**config.mk**
```make
export PLATFORM = sky130hd
export DESIGN_NAME = booth_multiplier_16bit
export DESIGN_NICKNAME = d
export VERILOG_FILES = /design/src/rtl/arith_pkg.sv /design/src/rtl/booth_step.sv /design/src/rtl/booth_multiplier_16bit.sv
export SDC_FILE = /design/constraint.sdc
export NUM_CORES = 1
export LEC_CHECK = 0
export ABC_AREA = 1
export CORE_ASPECT_RATIO = 1.2
export CORE_MARGIN = 5
export CORE_UTILIZATION = 49
export DETAILED_ROUTE_END_ITERATION = 8
export HOLD_SLACK_MARGIN = 0.12
export PLACE_DENSITY = 0.73
export SYNTH_ARGS = -nofsm -noshare
export SYNTH_HDL_FRONTEND = slang
export SYNTH_SLANG_ARGS = --single-unit
```
**constraint.sdc**
```tcl
create_clock -name clk -period 3.53 [get_ports clk]
set_input_delay 1.059 -clock clk [delete_from_list [all_inputs] [get_ports clk]]
set_output_delay 1.059 -clock clk [all_outputs]
set_load 0.02 [all_outputs]
```
**src/rtl/arith_pkg.sv**
```systemverilog
// Shared arithmetic-unit definitions: control-state encoding and default operand width.
// Latency: none (declarations only).
// Backpressure: none; the multiplier and divider use the same start/busy/done handshake.
package arith_pkg;

  // Default operand width for the multiplier/divider pair.
  localparam int DEF_WIDTH = 16;

  // Common control states. The 2-bit encoding lets the divider use the same state register.
  typedef enum logic [1:0] {
    ST_IDLE = 2'd0,
    ST_RUN  = 2'd1,
    ST_DONE = 2'd2
  } state_t;

endpackage

```
**src/rtl/booth_step.sv**
```systemverilog
// One radix-2 Booth iteration: add/subtract Mr by the {Qr[0],q_m1} pair, then arithmetic shift right.
// Latency: combinational.
// Backpressure: none; the owning FSM decides when to register the result.
module booth_step
  import arith_pkg::*;
#(
  parameter int WIDTH = DEF_WIDTH
) (
  input  logic [WIDTH:0]   a,
  input  logic [WIDTH-1:0] qr,
  input  logic             q_m1,
  input  logic [WIDTH:0]   mr,
  output logic [WIDTH:0]   a_nx,
  output logic [WIDTH-1:0] qr_nx,
  output logic             q_m1_nx
);

  logic [WIDTH:0] sum;

  // Recode the bit pair, then shift {sum,qr,q_m1} right by one, replicating the sign of sum.
  always_comb begin
    sum = a;
    case ({qr[0], q_m1})
      2'b01:   sum = a + mr;
      2'b10:   sum = a - mr;
      default: sum = a;
    endcase
    a_nx    = {sum[WIDTH], sum[WIDTH:1]};
    qr_nx   = {sum[0], qr[WIDTH-1:1]};
    q_m1_nx = qr[0];
  end

endmodule

```
**src/rtl/booth_multiplier_16bit.sv**
```systemverilog
// Sequential signed radix-2 Booth multiplier, WIDTH x WIDTH -> 2*WIDTH, one step per clock.
// Latency: done pulses WIDTH+1 edges after start is accepted; one op per WIDTH+2 cycles.
// Backpressure: start is only sampled in IDLE; requests while busy are dropped, not queued.
module booth_multiplier_16bit
  import arith_pkg::*;
#(
  parameter int WIDTH = DEF_WIDTH
) (
  input  logic               clk,
  input  logic               rst_n,
  input  logic               start,
  input  logic [WIDTH-1:0]   multiplicand,
  input  logic [WIDTH-1:0]   multiplier,
  output logic [2*WIDTH-1:0] product,
  output logic               busy,
  output logic               done
);

  localparam int              CW   = $clog2(WIDTH) + 1;
  localparam logic [CW-1:0]   LAST = CW'(WIDTH - 1);

  state_t           state, state_nx;
  // A carries one extra bit so A - Mr cannot overflow when Mr is the most negative value.
  logic [WIDTH:0]   a_q, mr_q, a_nx;
  logic [WIDTH-1:0] qr_q, qr_nx;
  logic             q_m1_q, q_m1_nx;
  logic [CW-1:0]    count;
  logic             last_step;

  assign last_step = (state == ST_RUN) && (count == LAST);

  booth_step #(.WIDTH(WIDTH)) u_step (
    .a       (a_q),
    .qr      (qr_q),
    .q_m1    (q_m1_q),
    .mr      (mr_q),
    .a_nx    (a_nx),
    .qr_nx   (qr_nx),
    .q_m1_nx (q_m1_nx)
  );

  // State register; reset aborts any operation in flight.
  always_ff @(posedge clk or negedge rst_n) begin
    if (!rst_n) state <= ST_IDLE;
    else        state <= state_nx;
  end

  // Next-state and status outputs decoded from the current state.
  always_comb begin
    state_nx = state;
    busy     = 1'b0;
    done     = 1'b0;
    case (state)
      ST_IDLE: if (start) state_nx = ST_RUN;
      ST_RUN: begin
        busy = 1'b1;
        if (last_step) state_nx = ST_DONE;
      end
      ST_DONE: begin
        busy     = 1'b1;
        done     = 1'b1;
        state_nx = ST_IDLE;
      end
      default: state_nx = ST_IDLE;
    endcase
  end

  // Operand capture on accepted start, one Booth step per RUN cycle, result latched on the last step.
  always_ff @(posedge clk or negedge rst_n) begin
    if (!rst_n) begin
      a_q     <= '0;
      mr_q    <= '0;
      qr_q    <= '0;
      q_m1_q  <= 1'b0;
      count   <= '0;
      product <= '0;
    end else if (state == ST_IDLE && start) begin
      a_q    <= '0;
      mr_q   <= {multiplicand[WIDTH-1], multiplicand};
      qr_q   <= multiplier;
      q_m1_q <= 1'b0;
      count  <= '0;
    end else if (state == ST_RUN) begin
      a_q    <= a_nx;
      qr_q   <= qr_nx;
      q_m1_q <= q_m1_nx;
      count  <= count + CW'(1);
      if (last_step) product <= {a_nx[WIDTH-1:0], qr_nx};
    end
  end

endmodule

```
After elaboration in Yosys (flattened, before gate mapping):

Cells that the tools add are included.

* add/sub/neg operators: 3
* equal/unequal tests: 7
* mux-type cells: 14
* bitwise logic cells: 1
* reduce and logical (&&, ||, !) cells: 7

Operators by type and width (number)
* two-way mux 17 bit: 2
* case mux 17 bit (2 select lines): 1
* two-way mux 16 bit: 2
* adder 17 bit: 1
* subtractor 17 bit: 1
* two-way mux 5 bit: 2
* adder 5 x 1 -> 5 bit (second input constant): 1
* == test 5 x 4 -> 1 bit (second input constant): 1
* == test 2 x 1 -> 1 bit (second input constant): 2
* == test 2 bit (second input constant): 2
* two-way mux 1 bit: 4
* two-way mux 2 bit: 2
* inequality test 2 bit (second input constant): 2
* case mux 2 bit (2 select lines): 1
* AND reduction 3 bit: 1
* logical AND 1 bit: 2
* logical NOT 2 bit: 1
* AND reduction 2 bit: 1
* nonzero test 2 bit: 1
* OR reduction 2 bit: 1
* NOT 1 bit: 1

* register bits after elaboration: 89
* input port bits: 35
* output and inout bits: 34
* logic and storage cells: 39

Logic depth before layout (Yosys ltp):

Gate-level depths: netlist of run 1.

* word-level depth: 4
* gate-level depth with buffers: 22

Cells and area by module:

A second synthesis of run 1 with hierarchy kept.

* cell total of the unflattened synthesis: 705
* area total of the unflattened synthesis: 5471.5 sq um

By module, submodules not included
* booth_multiplier_16bit: times used 1, cells each 395, area each 3832.4 sq um, sequential area each 2227.1 sq um
* booth_step: times used 1, cells each 310, area each 1639.1 sq um, sequential area each 0.0 sq um

Worst setup path after synthesis of run 1:

Ideal clock, no wire load.

* path type: register to register
* start point: reg mr_q[3]
* end point: reg a_q[15]
* setup time: 0.116 ns
* arrival: 2.354 ns
* data required time: 3.414 ns
* path slack: 1.059 ns
* stages on the path, launching flop included: 20
* buffers on the path: 0
* clock period less this slack: 2.471 ns
* cells stage by stage: dfrtp_1 -> nor2_2 -> nand4_1 -> nor2_2 -> nand3_2 -> nor2_2 -> nand3_1 -> nand2_1 -> xor2_1 -> inv_1 -> ha_1 -> nand2_1 -> nor3_4 -> a21oi_1 -> nand2_1 -> nand3_1 -> nand2_1 -> nand2_1 -> nand2_1 -> nand2_1

* cells in the longest elaborated chain, start to end: 4
* elaborated cells between the ends (all ways): 5
* classes of those cells: 2 x add/sub; 3 x mux

Ends and longest elaborated chain
* from (decl): RTL line booth_multiplier_16bit.sv:24 `logic [WIDTH:0] a_q, mr_q, a_nx;`
* from (signal assigned): RTL line booth_multiplier_16bit.sv:79 `mr_q <= {multiplicand[WIDTH-1], multiplicand};`
* subtractor 17 bit or adder 17 bit (tied branches): RTL line booth_step.sv:25, booth_step.sv:24
* case mux 17 bit (2 select lines) *: RTL line booth_step.sv:23 `case ({qr[0], q_m1})`
* two-way mux 17 bit *: RTL line booth_multiplier_16bit.sv:83 `end else if (state == ST_RUN) begin`
* two-way mux 17 bit *: RTL line booth_multiplier_16bit.sv:77 `end else if (state == ST_IDLE && start) begin`
* to (signal assigned): RTL line booth_multiplier_16bit.sv:84 `a_q <= a_nx;`
* to (decl): RTL line booth_multiplier_16bit.sv:24

Mark *: on every way between the ends. The rest lies on a longest branch, timed or not. The select of a mux whose other input is x is not followed.
A chain may end at the register's enable or synchronous reset.

Worst setup path after layout of run 1:

* start point: reg mr_q[3]
* end point: reg product[31]

* cells in the longest elaborated chain, start to end: 2
* elaborated cells between the ends (all ways): 3
* classes of those cells: 2 x add/sub; 1 x mux

Ends and longest elaborated chain
* subtractor 17 bit or adder 17 bit (tied branches): RTL line booth_step.sv:25, booth_step.sv:24
* case mux 17 bit (2 select lines) *: RTL line booth_step.sv:23
* to (signal assigned): RTL line booth_multiplier_16bit.sv:88 `if (last_step) product <= {a_nx[WIDTH-1:0], qr_nx};`
* to (decl): RTL line booth_multiplier_16bit.sv:14 `output logic [2*WIDTH-1:0] product,`

Mark *: on every way between the ends. The rest lies on a longest branch, timed or not.

==> results of run 1 <==
-- registers in the layout, summed over array words and instances, names as in the netlist --
name     flops
qr_q        16
product     32
mr_q        16
q_m1_q       1
a_q         16
state        2
count        5
-- cells by family after synthesis --
| family | count (synthesis) |
|---|---|
| compound gates | 102 |
| xor+xnor | 15 |
| fa+ha+maj | 25 |
| buf+inv | 107 |
| flops | 88 |
| simple gates | 318 |
-- Yosys cell counts (2+ instances only) --
library cell  instances
inv_1                83
or2_1                 2
nor2_1               38
xor2_1                9
o211ai_1              2
inv_2                 3
a21oi_1              16
ha_1                 24
nand2_1             213
nand2_2               6
o221ai_1             15
a21o_1                3
nor2_2                3
or2_2                 4
dfrtp_1              88
o21bai_1              3
o21ai_1               2
nand4_1               3
clkbuf_1              8
a31oi_1               4
nor3_1                7
o21ai_0              41
nor2_4                2
buf_4                 3
xnor2_1               6
nand3_1              37
o22ai_1               9
buf_2                 8
o21ai_2               2
-- metal layers --
layer / up-vias / part of all wire
met5: - / 0
met1: 2044 / 0.41
met3: 19 / 0.035
met2: 93 / 0.52
met4: 0 / 0.027
li1: 2249 / -
-- worst max-delay path by stage --
stage	startpoint	end	slack, ns	cells after the start
finish	mr_q[3]	product[31]	0.63	19
global route	mr_q[3]	product[31]	0.28	21
CTS	mr_q[3]	product[31]	0.63	19
detailed placement	mr_q[3]	product[31]	0.64	19
global placement	mr_q[3]	product[31]	0.69	20
floorplan	mr_q[3]	a_q[15]	1.06	19
-- worst max-delay path, delay by kind of cell (launching register included) --
kind / cells / cell delay, ns
and+or+nand+nor: 15 / 1.69
adders and majority gates: 1 / 0.38
xor gates and xnor gates: 1 / 0.16
AOI/OAI and AO/OA: 1 / 0.09
DFF: 1 / 0.41
buffers and inverters: 1 / 0.06
-- final cells by class --
class                   count  area, um^2  area share
well taps                 126         158      0.0256
flip-flops and latches     88        2200       0.357
clock buffers               9         225      0.0365
inverters                  87         327      0.0529
clock inverters             7         101      0.0164
multi-input cells         460        2410       0.391
repair buffers             75         743       0.120
-- power by group through the flow --
stage          Combinational (mW)  Sequential, mW  Clock (mW)
2_1_floorplan                2.66            1.44           0
3_3_place_gp                 3.39            1.49           0
3_5_place_dp                 3.42            1.50           0
4_1_cts                      3.44            1.48        1.06
5_1_grt                      3.94            1.51        1.11
6_report                     3.43            1.48        1.04
-- metrics by stage --
stage	area (um^2)	setup slack, ns
3_3_place_gp	5840	0.688
4_1_cts	6170	0.628
3_5_place_dp	5840	0.642
5_1_grt	6170	0.276
6_report	6170	0.632
2_1_floorplan	5040	1.06
==> metrics.yaml, run 1 <==
fmax_mhz: 345
cts_tree: "built"
switching_share: 0.475
min_from: "product[29]"
fillCellCount: 897
slew_violations: 0
synth_seq_area_share: 0.437
grt_usage: 0.211
busiest_layer: "met2"
cts_setup_buffers: 0
status: "complete, no violations"
drc: 0
holdPathEnd: "product[29]"
syn-num-nets: 715
post_cts_resized: 0
cp_max_fo: 6
synthXorXnorAreaFrac: 0.0261
vdd_drop_max_mv: 0.405
crit_required_ns: 3.76
final_cells: 852
post-route-util: 0.613
tightest_slew_ns: 0.779
clkPwrFrac: 0.174
ctsHoldBuffers: 0
synth_compound_area_frac: 0.125
routed_wl_um: 12100
slew_headroom: 0.480
gp_congestion: 0.925
power.total_mw: 5.95
wl_per_cell_um: 14.2
rows: 40
synthArstFlopShare: 1.00
r2r-start: "mr_q[3]"
grt_pass1_vias: 4425
synth_top_family_by_area: "simple AND/OR/NAND/NOR gates"
path_cells: "nor2_2 > nand4_1 > nor2_2 > nand3_2 > nor2_2 > nand3_1 > nand2_1 > xor2_1 > inv_1 > ha_1 > nand2_1 > nor3_4 > a21oi_1 > nand2_1 > nand3_1 > nand2_1 > nand2_1 > nand2_1 > nand2_1"
cellPowerDensity_nw_per_um2: 964
grt_util_met1: 0.255
drive_above_1_share: 0.0675
yosys.area.top_type_share: 0.437
ctsHtreeMaxLevel: 3
drtIter0Drc: 183
finalCritPeriodShare: 0.821
final.setup.tns_ns: 0
finalSetupViolCount: 0
reg2reg_slack_ns: 0.63
ant_nets: 0
yosys_warnings: 0
synth_cell_types: 40
die_h_um: 121
slowest_stage: "dfrtp_1"
via_per_inst: 5.17
synth-simple-area-share: 0.264
layout_commonest_cell: "nand2_1"
intPower_mw: 3.12
cts_buffers: 9
synth_flop_cell: "dfrtp_1"
arrival_ns: 3.13
design.core.area_um2: 10100
dr.pass1.iters: 6
area_growth_pct: 22.4
pwr-share-seq: 0.249
holdPathStages: 2
synth_seq_cells: 88
cts_sinks: 88
insertedDiodeCount: 0
grt.met2_usage: 0.365
cts_buffer_depth: 2
leakage_nw: 3.09
muxShareOfSynthArea: 0
io_pins: 69
synth_area_um2: 5040
grt_max_degree: 53
overflow: 0
synth_fa_ha_area_frac: 0.0636
finalNetCount: 781
clkTransAtPathRegs_ns: 0.07
share_comb_of_total_power: 0.576
grt_setup_unrepaired: "no"
start_util: 0.501
synth_edf_count: 0
critPathCaptureType: "flop"
hold_violations: 0
r2r-end: "product[31]"
die_w_um: 103
dieArea_um2: 12400
netlist_instances: 655
final_cell_mix: "213 x nand2_1, 88 x dfrtp_1, 83 x inv_1"
antenna_found_initial: 0
place_inst: 836
critical_path.max_stage_delay_ns: 0.41
cp-start-kind: "flop"
clockRootBuffer: "clkbuf_16"
grt_pass1_wl_um: 20700
clk_latency_ns: 0.34
cap_viol_max_count: 0
met3_usage: 0.0374
critPathKind: "reg2reg"
synthTopCellsByArea: "dfrtp_1 44%, nand2_1 16%, inv_1 6.2%"
clock_skew_ns: 0.00635
hold-worst-slack_ns: 0.481
hp-class: "reg2reg"
vias: 4405
p_switching_mw: 2.82
avgSynthCellArea_um2: 7.69
synth_top_area_cell: "dfrtp_1"
port_buffers: 68
dp_hpwl_um: 9420
crit_top_cell: "nand2_1"
reg2reg_depth: 19
fin_crit_ns: 2.90
No activity file was read; power rests on OpenSTA's default activity.
==> run 2, diff against run 1 <==
- clock period: 3.53 -> 2.7 ns (I/O delays scaled with it)
==> run 2 against run 1 <==
  * The run now ends with setup timing left
  * Count of clock-buffer cells in the layout increased by 1
  * Power grew 58%
  * Global-route usage grew 0.99 points
  * Via count increased by 4.0%
==> metrics.yaml, run 2 (synthesis results as in run 1) <==
clockRootBuffer: "clkbuf_16"
share_comb_of_total_power: 0.659
cts_sinks: 88
leakage_nw: 3.30
finalSetupViolCount: 5
start_util: 0.501
insertedDiodeCount: 0
die_h_um: 121
met3_usage: 0.0351
gp_congestion: 0.885
grt_usage: 0.221
vias: 4580
io_pins: 69
path_cells: "nor2_2 > nand4_1 > nor2_2 > nand3_4 > nor2_4 > a31oi_1 > xor2_1 > ha_1 > nand2_2 > a21oi_2 > nor2_1 > nand2_1 > a21oi_1 > nand2_1 > nand3_1 > nand2_1 > nand2_2 > nand2_2 > nand2_1"
crit_family: "simple AND/OR/NAND/NOR gates"
power.total_mw: 9.43
crit_top_cell: "nand2_1"
critPathKind: "reg2reg"
wl_per_cell_um: 15.0
hold_violations: 0
grt_pass1_vias: 4703
tightest_slew_ns: 0.818
area_growth_pct: 34.8
ant_nets: 0
critical_path.max_stage_delay_ns: 0.38
final.setup.tns_ns: -0.238
ctsHtreeMaxLevel: 3
crit_required_ns: 2.97
clkTransAtPathRegs_ns: 0.06
intPower_mw: 5.02
vdd_drop_max_mv: 0.610
crit_buf_inv: 0
routed_wl_um: 13300
top_register: "product"
grt.met2_usage: 0.389
post-route-util: 0.675
slowest_stage: "dfrtp_1"
final_cell_mix: "194 x nand2_1, 88 x dfrtp_1, 78 x inv_1"
timing.final.ws_setup_ns: -0.0957
switching_share: 0.468
clkPwrFrac: 0.135
drtIter0Drc: 184
hp-class: "in2async"
critPathCaptureType: "flop"
drc: 0
clk_latency_ns: 0.34
pwr-share-seq: 0.206
finalInstanceArea_um2: 6790
overflow: 0
busiest_layer: "met2"
via_per_inst: 5.18
finalNetCount: 813
die_w_um: 103
dieArea_um2: 12400
slew_violations: 0
ctsHoldBuffers: 0
grt_max_degree: 56
slew_headroom: 0.454
cts_tree: "built"
cap_viol_max_count: 0
post_dp_cell_area_um2: 5990
cellPowerDensity_nw_per_um2: 1390
rows: 40
cts_buffer_depth: 2
grt_pass1_wl_um: 21600
finalCritPeriodShare: 1.04
clock_skew_ns: 0.00668
design.core.area_um2: 10100
port_buffers: 68
antenna_found_initial: 0
largest_reg_flops: 32
cts_buffers: 9
arrival_ns: 3.07
dp_hpwl_um: 9640
hold-worst-slack_ns: 0.426
cp-start-kind: "flop"
drive_above_1_share: 0.190
fmax_mhz: 358
status: "finished, violations left"
grt_setup_unrepaired: "yes"
layout_commonest_cell: "nand2_1"
grt_util_met1: 0.262
cp_max_fo: 3
p_switching_mw: 4.41
fin_crit_ns: 2.80
dr.pass1.iters: 4
failed_checks: "setup timing"
==> run 2: changes by cell type in the layout (fill, tap and decap cells not counted), moves of 5 or more <==
cell	before	now
buf_4	7	36
inv_1	83	78
ha_1	24	11
nand2_1	213	194
ha_4	0	10
nand2_4	0	6
a21oi_1	16	8
nand2_2	6	19
nand3_1	37	30
==> run 2: metal layers <==
layer  part of all wire  routed length, um
met5                  0                  0
met4              0.024                319
met3              0.031                410
met2               0.53               7070
met1               0.41               5470
==> run 2: what timing repair did <==
action                                  4_1_cts  5_1_grt
endpoints found under the setup margin       10       25
setup buffers                                 3       11
pin swaps                                    11       53
gates resized for setup                      16       73
==> run 2: cell type report <==
cell class | instances | area [um^2]
Clock inverter | 6 | 66.3
Clock buffer | 10 | 239
Timing Repair Buffer | 107 | 995
Multi-Input combinational cell | 460 | 2800
Fill cell | 813 | 3270
Tap cell | 126 | 158
Inverter | 87 | 332
Sequential cell | 88 | 2200
==> run 2: worst reg2reg max path, stage by stage (launching register included) <==
cell,delay (ns)
dfrtp_1,0.38
nor2_2,0.13
nand4_1,0.13
nor2_2,0.18
nand3_4,0.13
nor2_4,0.13
a31oi_1,0.10
xor2_1,0.19
ha_1,0.35
nand2_2,0.14
a21oi_2,0.04
nor2_1,0.12
nand2_1,0.08
a21oi_1,0.16
nand2_1,0.10
nand3_1,0.08
nand2_1,0.08
nand2_2,0.09
nand2_2,0.05
nand2_1,0.07
==> run 2: power groups by stage <==
stage | registers (mW) | logic (mW) | clock network [mW]
final | 1.95 | 6.21 | 1.27
after global placement | 1.93 | 4.79 | 0
after floorplan | 1.88 | 3.48 | 0
after CTS | 1.92 | 5.16 | 1.29
after global routing | 1.98 | 6.86 | 1.34
after detailed placement | 1.94 | 4.88 | 0
==> run 2: through the flow <==
step	setup slack, ns	instances
floorplan	0.229	655
global placement	-0.117	856
detailed placement	-0.143	856
CTS	-0.0885	875
global route	-0.265	884
finish	-0.0957	884
==> run 2: final timing paths <==
check,slack (ns),to,depth (start not counted),from
max,-0.1,product[31],19,mr_q[3]
min in group clk,0.47,product[28],2,product[28]
max reg2reg,-0.1,product[31],19,mr_q[3]
min,0.43,mr_q[15],1,rst_n
min reg2reg,0.47,product[28],2,product[28]
max in group asynchronous,1.63,product[8],2,rst_n
